[src/rtl/kf76489_host_write_sequencer.sv]
// Host write master for the KF76489 sound core: turns one register-write request into CE_N/WE_N/D byte writes.
// Latency: CE_N falls 1 cycle after accept; req_ready returns after S+W+H+G (1 byte) or 2*(S+W+H+G) (2 bytes) cycles.
// Backpressure: req_ready only in IDLE; optional KF76489_READY_WAIT_EN adds READY, which stretches WE_N low until sampled high.
module kf76489_host_write_sequencer #(
    parameter int unsigned SETUP_CYCLES  = 1,
    parameter int unsigned WE_LOW_CYCLES = 2,
    parameter int unsigned HOLD_CYCLES   = 1,
    parameter int unsigned GAP_CYCLES    = 2
) (
    input  logic       clock,
    input  logic       reset_n,
    input  logic       req_valid,
    output logic       req_ready,
    input  logic [2:0] req_register,
    input  logic [9:0] req_value,
    output logic       busy,
    output logic       CE_N,
    output logic       WE_N,
    output logic [7:0] D_OUT
`ifdef KF76489_READY_WAIT_EN
    ,
    input  logic       READY
`endif
);

    // Sequencer states, one per phase of a single byte write.
    localparam logic [2:0] ST_IDLE   = 3'd0;
    localparam logic [2:0] ST_SETUP  = 3'd1;
    localparam logic [2:0] ST_STROBE = 3'd2;
    localparam logic [2:0] ST_HOLD   = 3'd3;
    localparam logic [2:0] ST_GAP    = 3'd4;

    // One shared down-counter, wide enough for the longest phase.
    localparam int unsigned MAX_SW  = (SETUP_CYCLES > WE_LOW_CYCLES) ? SETUP_CYCLES : WE_LOW_CYCLES;
    localparam int unsigned MAX_HG  = (HOLD_CYCLES > GAP_CYCLES) ? HOLD_CYCLES : GAP_CYCLES;
    localparam int unsigned MAX_CYC = (MAX_SW > MAX_HG) ? MAX_SW : MAX_HG;
    localparam int unsigned CNT_W   = (MAX_CYC > 1) ? $clog2(MAX_CYC) : 1;

    // Counter load values: a phase of N cycles counts N-1 down to 0.
    localparam logic [CNT_W-1:0] SETUP_LOAD  = CNT_W'(SETUP_CYCLES - 1);
    localparam logic [CNT_W-1:0] WE_LOW_LOAD = CNT_W'(WE_LOW_CYCLES - 1);
    localparam logic [CNT_W-1:0] HOLD_LOAD   = CNT_W'(HOLD_CYCLES - 1);
    localparam logic [CNT_W-1:0] GAP_LOAD    = CNT_W'(GAP_CYCLES - 1);
    localparam logic [CNT_W-1:0] CNT_ONE     = CNT_W'(1);

    // Latch byte: bit0=1, register code in [3:1], value[3:0] bit-reversed into [7:4].
    function automatic logic [7:0] latch_byte(input logic [2:0] reg_code, input logic [9:0] value);
        return {value[0], value[1], value[2], value[3], reg_code, 1'b1};
    endfunction

    // Data byte: [1:0]=00, value[9:4] bit-reversed into [7:2].
    function automatic logic [7:0] data_byte(input logic [9:0] value);
        return {value[4], value[5], value[6], value[7], value[8], value[9], 2'b00};
    endfunction

    // Only the three tone frequency registers carry a second (data) byte.
    function automatic logic is_freq(input logic [2:0] reg_code);
        return (reg_code == 3'b000) || (reg_code == 3'b010) || (reg_code == 3'b001);
    endfunction

    logic [2:0]       state_q;
    logic [2:0]       state_d;
    logic [CNT_W-1:0] cnt_q;
    logic [CNT_W-1:0] cnt_d;
    logic             enter_setup;
    logic [7:0]       setup_byte;
    logic [7:0]       data_byte_q;
    logic             data_pend_q;
    logic             strobe_release;

`ifdef KF76489_READY_WAIT_EN
    // The core may hold off the end of the strobe; WE_N stays low until READY is seen high.
    assign strobe_release = READY;
`else
    assign strobe_release = 1'b1;
`endif

    // Next-state and phase counter; also picks the byte to present on entry to SETUP.
    always_comb begin
        state_d     = state_q;
        cnt_d       = cnt_q;
        enter_setup = 1'b0;
        setup_byte  = data_byte_q;
        case (state_q)
            ST_IDLE: begin
                // In IDLE req_ready is high, so req_valid alone is the accept.
                if (req_valid) begin
                    state_d     = ST_SETUP;
                    cnt_d       = SETUP_LOAD;
                    enter_setup = 1'b1;
                    setup_byte  = latch_byte(req_register, req_value);
                end
            end
            ST_SETUP: begin
                if (cnt_q == '0) begin
                    state_d = ST_STROBE;
                    cnt_d   = WE_LOW_LOAD;
                end else begin
                    cnt_d = cnt_q - CNT_ONE;
                end
            end
            ST_STROBE: begin
                if (cnt_q == '0) begin
                    // Counter parks at zero while waiting for the release condition.
                    if (strobe_release) begin
                        state_d = ST_HOLD;
                        cnt_d   = HOLD_LOAD;
                    end
                end else begin
                    cnt_d = cnt_q - CNT_ONE;
                end
            end
            ST_HOLD: begin
                if (cnt_q == '0) begin
                    state_d = ST_GAP;
                    cnt_d   = GAP_LOAD;
                end else begin
                    cnt_d = cnt_q - CNT_ONE;
                end
            end
            ST_GAP: begin
                if (cnt_q == '0) begin
                    if (data_pend_q) begin
                        state_d     = ST_SETUP;
                        cnt_d       = SETUP_LOAD;
                        enter_setup = 1'b1;
                    end else begin
                        state_d = ST_IDLE;
                        cnt_d   = '0;
                    end
                end else begin
                    cnt_d = cnt_q - CNT_ONE;
                end
            end
            default: begin
                state_d = ST_IDLE;
                cnt_d   = '0;
            end
        endcase
    end

    // State and counter registers; reset aborts any write in progress.
    always_ff @(posedge clock or negedge reset_n) begin
        if (!reset_n) begin
            state_q <= ST_IDLE;
            cnt_q   <= '0;
        end else begin
            state_q <= state_d;
            cnt_q   <= cnt_d;
        end
    end

    // Capture the data byte at accept; it is consumed when GAP loops back to SETUP.
    always_ff @(posedge clock or negedge reset_n) begin
        if (!reset_n) begin
            data_byte_q <= 8'h00;
            data_pend_q <= 1'b0;
        end else if (state_q == ST_IDLE && req_valid) begin
            data_byte_q <= data_byte(req_value);
            data_pend_q <= is_freq(req_register);
        end else if (state_q == ST_GAP && enter_setup) begin
            data_pend_q <= 1'b0;
        end
    end

    // Registered pin outputs, decoded from the next state so they line up with it.
    always_ff @(posedge clock or negedge reset_n) begin
        if (!reset_n) begin
            CE_N      <= 1'b1;
            WE_N      <= 1'b1;
            D_OUT     <= 8'h00;
            req_ready <= 1'b1;
            busy      <= 1'b0;
        end else begin
            CE_N      <= !((state_d == ST_SETUP) || (state_d == ST_STROBE) || (state_d == ST_HOLD));
            WE_N      <= (state_d != ST_STROBE);
            req_ready <= (state_d == ST_IDLE);
            busy      <= (state_d != ST_IDLE);
            // D_OUT only moves on SETUP entry, so it is stable through STROBE and HOLD.
            if (enter_setup) begin
                D_OUT <= setup_byte;
            end
        end
    end

endmodule
[config.mk]
export PLATFORM = sky130hd
export DESIGN_NAME = kf76489_host_write_sequencer
export DESIGN_NICKNAME = d
export VERILOG_FILES = /design/src/rtl/kf76489_host_write_sequencer.sv
export SDC_FILE = /design/constraint.sdc
export NUM_CORES = 1
export LEC_CHECK = 0
export CAP_MARGIN = 20
export CORE_MARGIN = 8
export CORE_UTILIZATION = 68
export CTS_BUF_LIST = sky130_fd_sc_hd__clkbuf_4 sky130_fd_sc_hd__clkbuf_8
export DETAILED_ROUTE_END_ITERATION = 6
export DONT_BUFFER_PORTS = 1
export GPL_TIMING_DRIVEN = 0
export MAX_ROUTING_LAYER = met4
export PLACE_DENSITY = 0.84
export SLEW_MARGIN = 40
export SYNTH_ARGS = -nofsm -noshare
export SYNTH_HDL_FRONTEND = slang
export SYNTH_SLANG_ARGS = --single-unit
export TNS_END_PERCENT = 30
[constraint.sdc]
create_clock -name clock -period 5.4 [get_ports clock]
set_clock_uncertainty 0.15 [all_clocks]
set_input_delay 0.27 -clock clock [delete_from_list [all_inputs] [get_ports clock]]
set_output_delay 0.27 -clock clock [all_outputs]
set_load 0.01 [all_outputs]
==> results.md <==
| Step | Result | This run |
|---|---|---|
| cells and area | # fillers | 86 |
| logic synthesis | Post-synthesis net count | 96 |
| floorplan | Std-Cell Core Area | 0.00145 mm^2 |
| pwr | Peak supply drop | 0.000346 V |
| pwr | Total internal power | 0.422 mW |
| clock network | Clock root buffer | sky130_fd_sc_hd__clkbuf_4 |
| pwr | Power spent charging and discharging nets | 0.243 mW |
| sta | Period minus WS final | 2.01 ns |
| cells and area | Most used cells in the layout excluding fill and tap cells | sky130_fd_sc_hd__dfrtp_1 (20), sky130_fd_sc_hd__mux2_1 (13), sky130_fd_sc_hd__dlygate4sd3_1 (11) |
| route | Detail-routed via count per cell | 6.01 |
| worst setup path | Crit path required time | 5.45 ns |
| sta | Peak clock frequency supported by timing | 497 MHz |
| logic synthesis | Count of unique library cells instantiated by Yosys | 30 |
| logic synthesis | Flip-flop cell with the highest count after synthesis | sky130_fd_sc_hd__dfrtp_1 |
| floorplan | # rows | 14 |
| clock network | Post-CTS resize count | 0 |
| clock network | Clock tree sinks | 23 |
| sta | Sum of negative setup slack | 0 ns |
| grt | Largest net degree at the start of global routing | 24 |
| floorplan | Initial Util | 70.7% |
| worst setup path | Startpoint types | flop |
| placed design | Global placer's final weighted congestion | 0.716 |
| placed design | HPWL reported at the end of detailed placement | 1.39 mm |
| hold path | Hold path startpoint | req_register[2] |
| floorplan | Height of the die | 54.9 um |
| sta | Relative max-transition margin | 61.6% |
| route | Routed wire length | 1.97 mm |
| grt | Number of antenna violations at the first check in global routing | 0 |
| pwr | Clock network fraction of total power | 11.6% |
| route | Antenna viol nets, final | 0 |
| logic synthesis | Instance count of the mapped netlist | 80 |
| cells and area | Storage element area | 579 um^2 |
| cells and area | Number of nets in the layout | 113 |
| grt | First-pass GRT wire length | 3.14 mm |
| cells and area | Fin area | 0.00119 mm^2 |
| sta | Worst Max-Slew Pin Slew | 0.574 ns |
| worst setup path | Depth of the worst register-to-register path | 4 |
| grt | Total global routing overflow | 0 |
| route | DR iter-0 viols | 4 |
| cells and area | Most frequent standard cell in the layout excluding fill and tap cells | sky130_fd_sc_hd__dfrtp_1 |
| logic synthesis | Mean instance size in the synthesized netlist | 12.8 um^2 |
| sta | Fin. Hold Viols | 0 |
| cells and area | Area of the multi-input gates | 408 um^2 |
| pwr | Total power density per cell area | 559 mW/mm^2 |
| pwr | Register share of total power | 50.3% |
| logic synthesis | Post-synthesis async set-or-reset flop share | 100% |
| worst setup path | Worst setup path start | state_q[1] |
| worst setup path | Setup CP Type | flop to flop |
| sta | Setup repair after global routing missed its margin | no |
| logic synthesis | Sequential share of the synthesized area | 56.4% |
| cells and area | Share of layout cells above drive strength 1 | 15.6% |
| hold path | Number of cells traversed by the worst hold path | 2 |
| run status | Result of the run | completed |
| clock network | Number of hold buffers added after CTS | 11 |
| grt | Via count of the first global-routing pass | 707 |
| placed design | Standard cell area after detailed placement | 0.00105 mm^2 |
| logic synthesis | EDFF count, synth | 0 |
| clock network | Post-CTS setup buffers | 0 |
| clock network | TritonCTS clock tree | yes |
| pwr | Leakage power figure | 0.516 nW |
| route | Wirelength per Cell | 17.6 um |
| sta | Pins Over Slew Limit | 0 |
| route | Residual DRC count | 0 |
| clock network | Buffer depth of the longest clock path | 2 |
| flow run | Number of max-cap violations | 0 |
| hold path | Hold Path Class | input port to flop |
| worst setup path | Worst endpoint data arrival time | 2.06 ns |
| cells and area | Ant. Diodes | 0 |
| worst setup path | R2r startpoint | state_q[1] |
| route | First-pass iteration count of the detailed router | 4 |
| clock network | Clock slew seen by the registers of the worst setup and hold paths | 0.12 ns |
| sta | Post-route fraction of the period consumed by the critical path | 37.3% |
| clock network | Worst-Skew Late Latency | 0.31 ns |
| floorplan | Overall die width | 54.9 um |
| worst setup path | Critical Path Fanout Max | 8 |
| pwr | Fraction of power consumed by combinational cells | 38.0% |
| worst setup path | Kind of end point of the critical path | flop |
| floorplan | Area enclosed by the die boundary | 0.00301 mm^2 |
| cells and area | Area overhead of the layout relative to synthesis | 15.8% |
| logic synthesis | Synthesized flop and latch total | 23 |
| sta | Final setup fails | 0 |
| clock network | CTS Buf Count | 3 |
| route | Total number of vias | 673 |
| floorplan | Count of boundary I/O pins | 28 |
| cells and area | Utilization after layout | 81.8% |
| pwr | Switching power as a share of total power | 36.5% |
| logic synthesis | Cell Area, Synth | 0.00103 mm^2 |
| placed design | Port buffer count | 0 |
| clock network | H-tree Lvls | 1 |
| grt | Overall track demand over capacity in global routing | 14.8% |
| logic synthesis | Ys Warns | 0 |
==> critical path, stage by stage (launching register included) <==
cell,delay [ns]
sky130_fd_sc_hd__dfrtp_1,0.40
sky130_fd_sc_hd__buf_6,0.14
sky130_fd_sc_hd__nor4b_4,0.54
sky130_fd_sc_hd__mux2_1,0.38
sky130_fd_sc_hd__mux2_1,0.30
==> layout make-up <==
cell class / instances / area share, %
Clock buffer: 3 / 1.89
Tap cell: 16 / 1.68
Timing Repair Buffer: 12 / 9.67
Buffer: 4 / 2.73
Clock inverter: 1 / 0.421
Sequential cell: 23 / 48.7
Inverter: 2 / 0.631
Multi-Input combinational cell: 51 / 34.3
==> kinds of logic (layout without fill, tap and decap cells) <==
| family | after synthesis | count (layout) | synth area share, % |
|---|---|---|---|
| buffers and inverters | 6 | 22 | 3.90 |
| XOR/XNOR | 1 | 1 | 0.853 |
| multiplexers | 14 | 14 | 15.3 |
| flip-flops | 23 | 23 | 56.4 |
| AND/OR/NAND/NOR | 18 | 18 | 11.3 |
| AO/OA/AOI/OAI | 18 | 18 | 12.2 |
==> routing by layer <==
metal / GRT usage, % / part of all wire, % / vias up
li1: - / - / 316
met1: 15.2 / 39 / 332
met2: 25.8 / 52 / 21
met3: 4.89 / 7.7 / 4
met4: 4.92 / 1.2 / 0
met5: - / 0 / -
==> synth_stat cells, types with 2 or more instances <==
library cell                n  share of area, %
sky130_fd_sc_hd__a21oi_1    4               1.9
sky130_fd_sc_hd__a22o_1     2               1.7
sky130_fd_sc_hd__buf_2      2              0.97
sky130_fd_sc_hd__buf_6      2               2.2
sky130_fd_sc_hd__dfrtp_1   20                49
sky130_fd_sc_hd__dfstp_2    3               7.7
sky130_fd_sc_hd__inv_1      2              0.73
sky130_fd_sc_hd__mux2_1    13                14
sky130_fd_sc_hd__nand2_1    4               1.5
sky130_fd_sc_hd__nand2b_1   3               1.8
sky130_fd_sc_hd__nor2_1     3               1.1
sky130_fd_sc_hd__nor2b_1    3               1.8
sky130_fd_sc_hd__o21ai_0    2              0.97
==> flip-flops by register name, indices dropped and copies added (netlist names) <==
register	flops
CE_N	1
D_OUT	8
WE_N	1
busy	1
cnt_q	1
data_byte_q	6
data_pend_q	1
req_ready	1
state_q	3
==> path summary, 6_finish.rpt <==
check / endpoint / slack (ns)
setup / recovery: D_OUT[3] / 3.39
hold / removal: data_pend_q / 0.03
setup reg to reg: D_OUT[3] / 3.39
hold reg to reg: data_byte_q[6] / 0.34
max in group asynchronous: req_ready / 4.45
min in group asynchronous: state_q[1] / 0.29
==> per-stage QoR <==
| stage | power (mW) | instances | setup slack [ns] | hold WS, ns |
|---|---|---|---|---|
| after detailed placement | 0.584 | 96 | 3.39 | -0.175 |
| after global placement | 0.567 | 96 | 3.43 | -0.175 |
| after floorplan | 0.529 | 80 | 3.56 | -0.176 |
| after CTS | 0.669 | 111 | 3.37 | 0.0265 |
| final | 0.665 | 112 | 3.39 | 0.0271 |
| after global routing | 0.711 | 112 | 3.27 | 0.0205 |
==> power groups by stage <==
| stage | combinational, mW | clock, mW | sequential, mW |
|---|---|---|---|
| after floorplan | 0.207 | 0 | 0.322 |
| after global placement | 0.230 | 0 | 0.336 |
| after global routing | 0.280 | 0.0854 | 0.346 |
| after detailed placement | 0.243 | 0 | 0.342 |
| final | 0.253 | 0.0773 | 0.335 |
| after CTS | 0.253 | 0.0781 | 0.337 |
(Power assumes the default switching activity.)
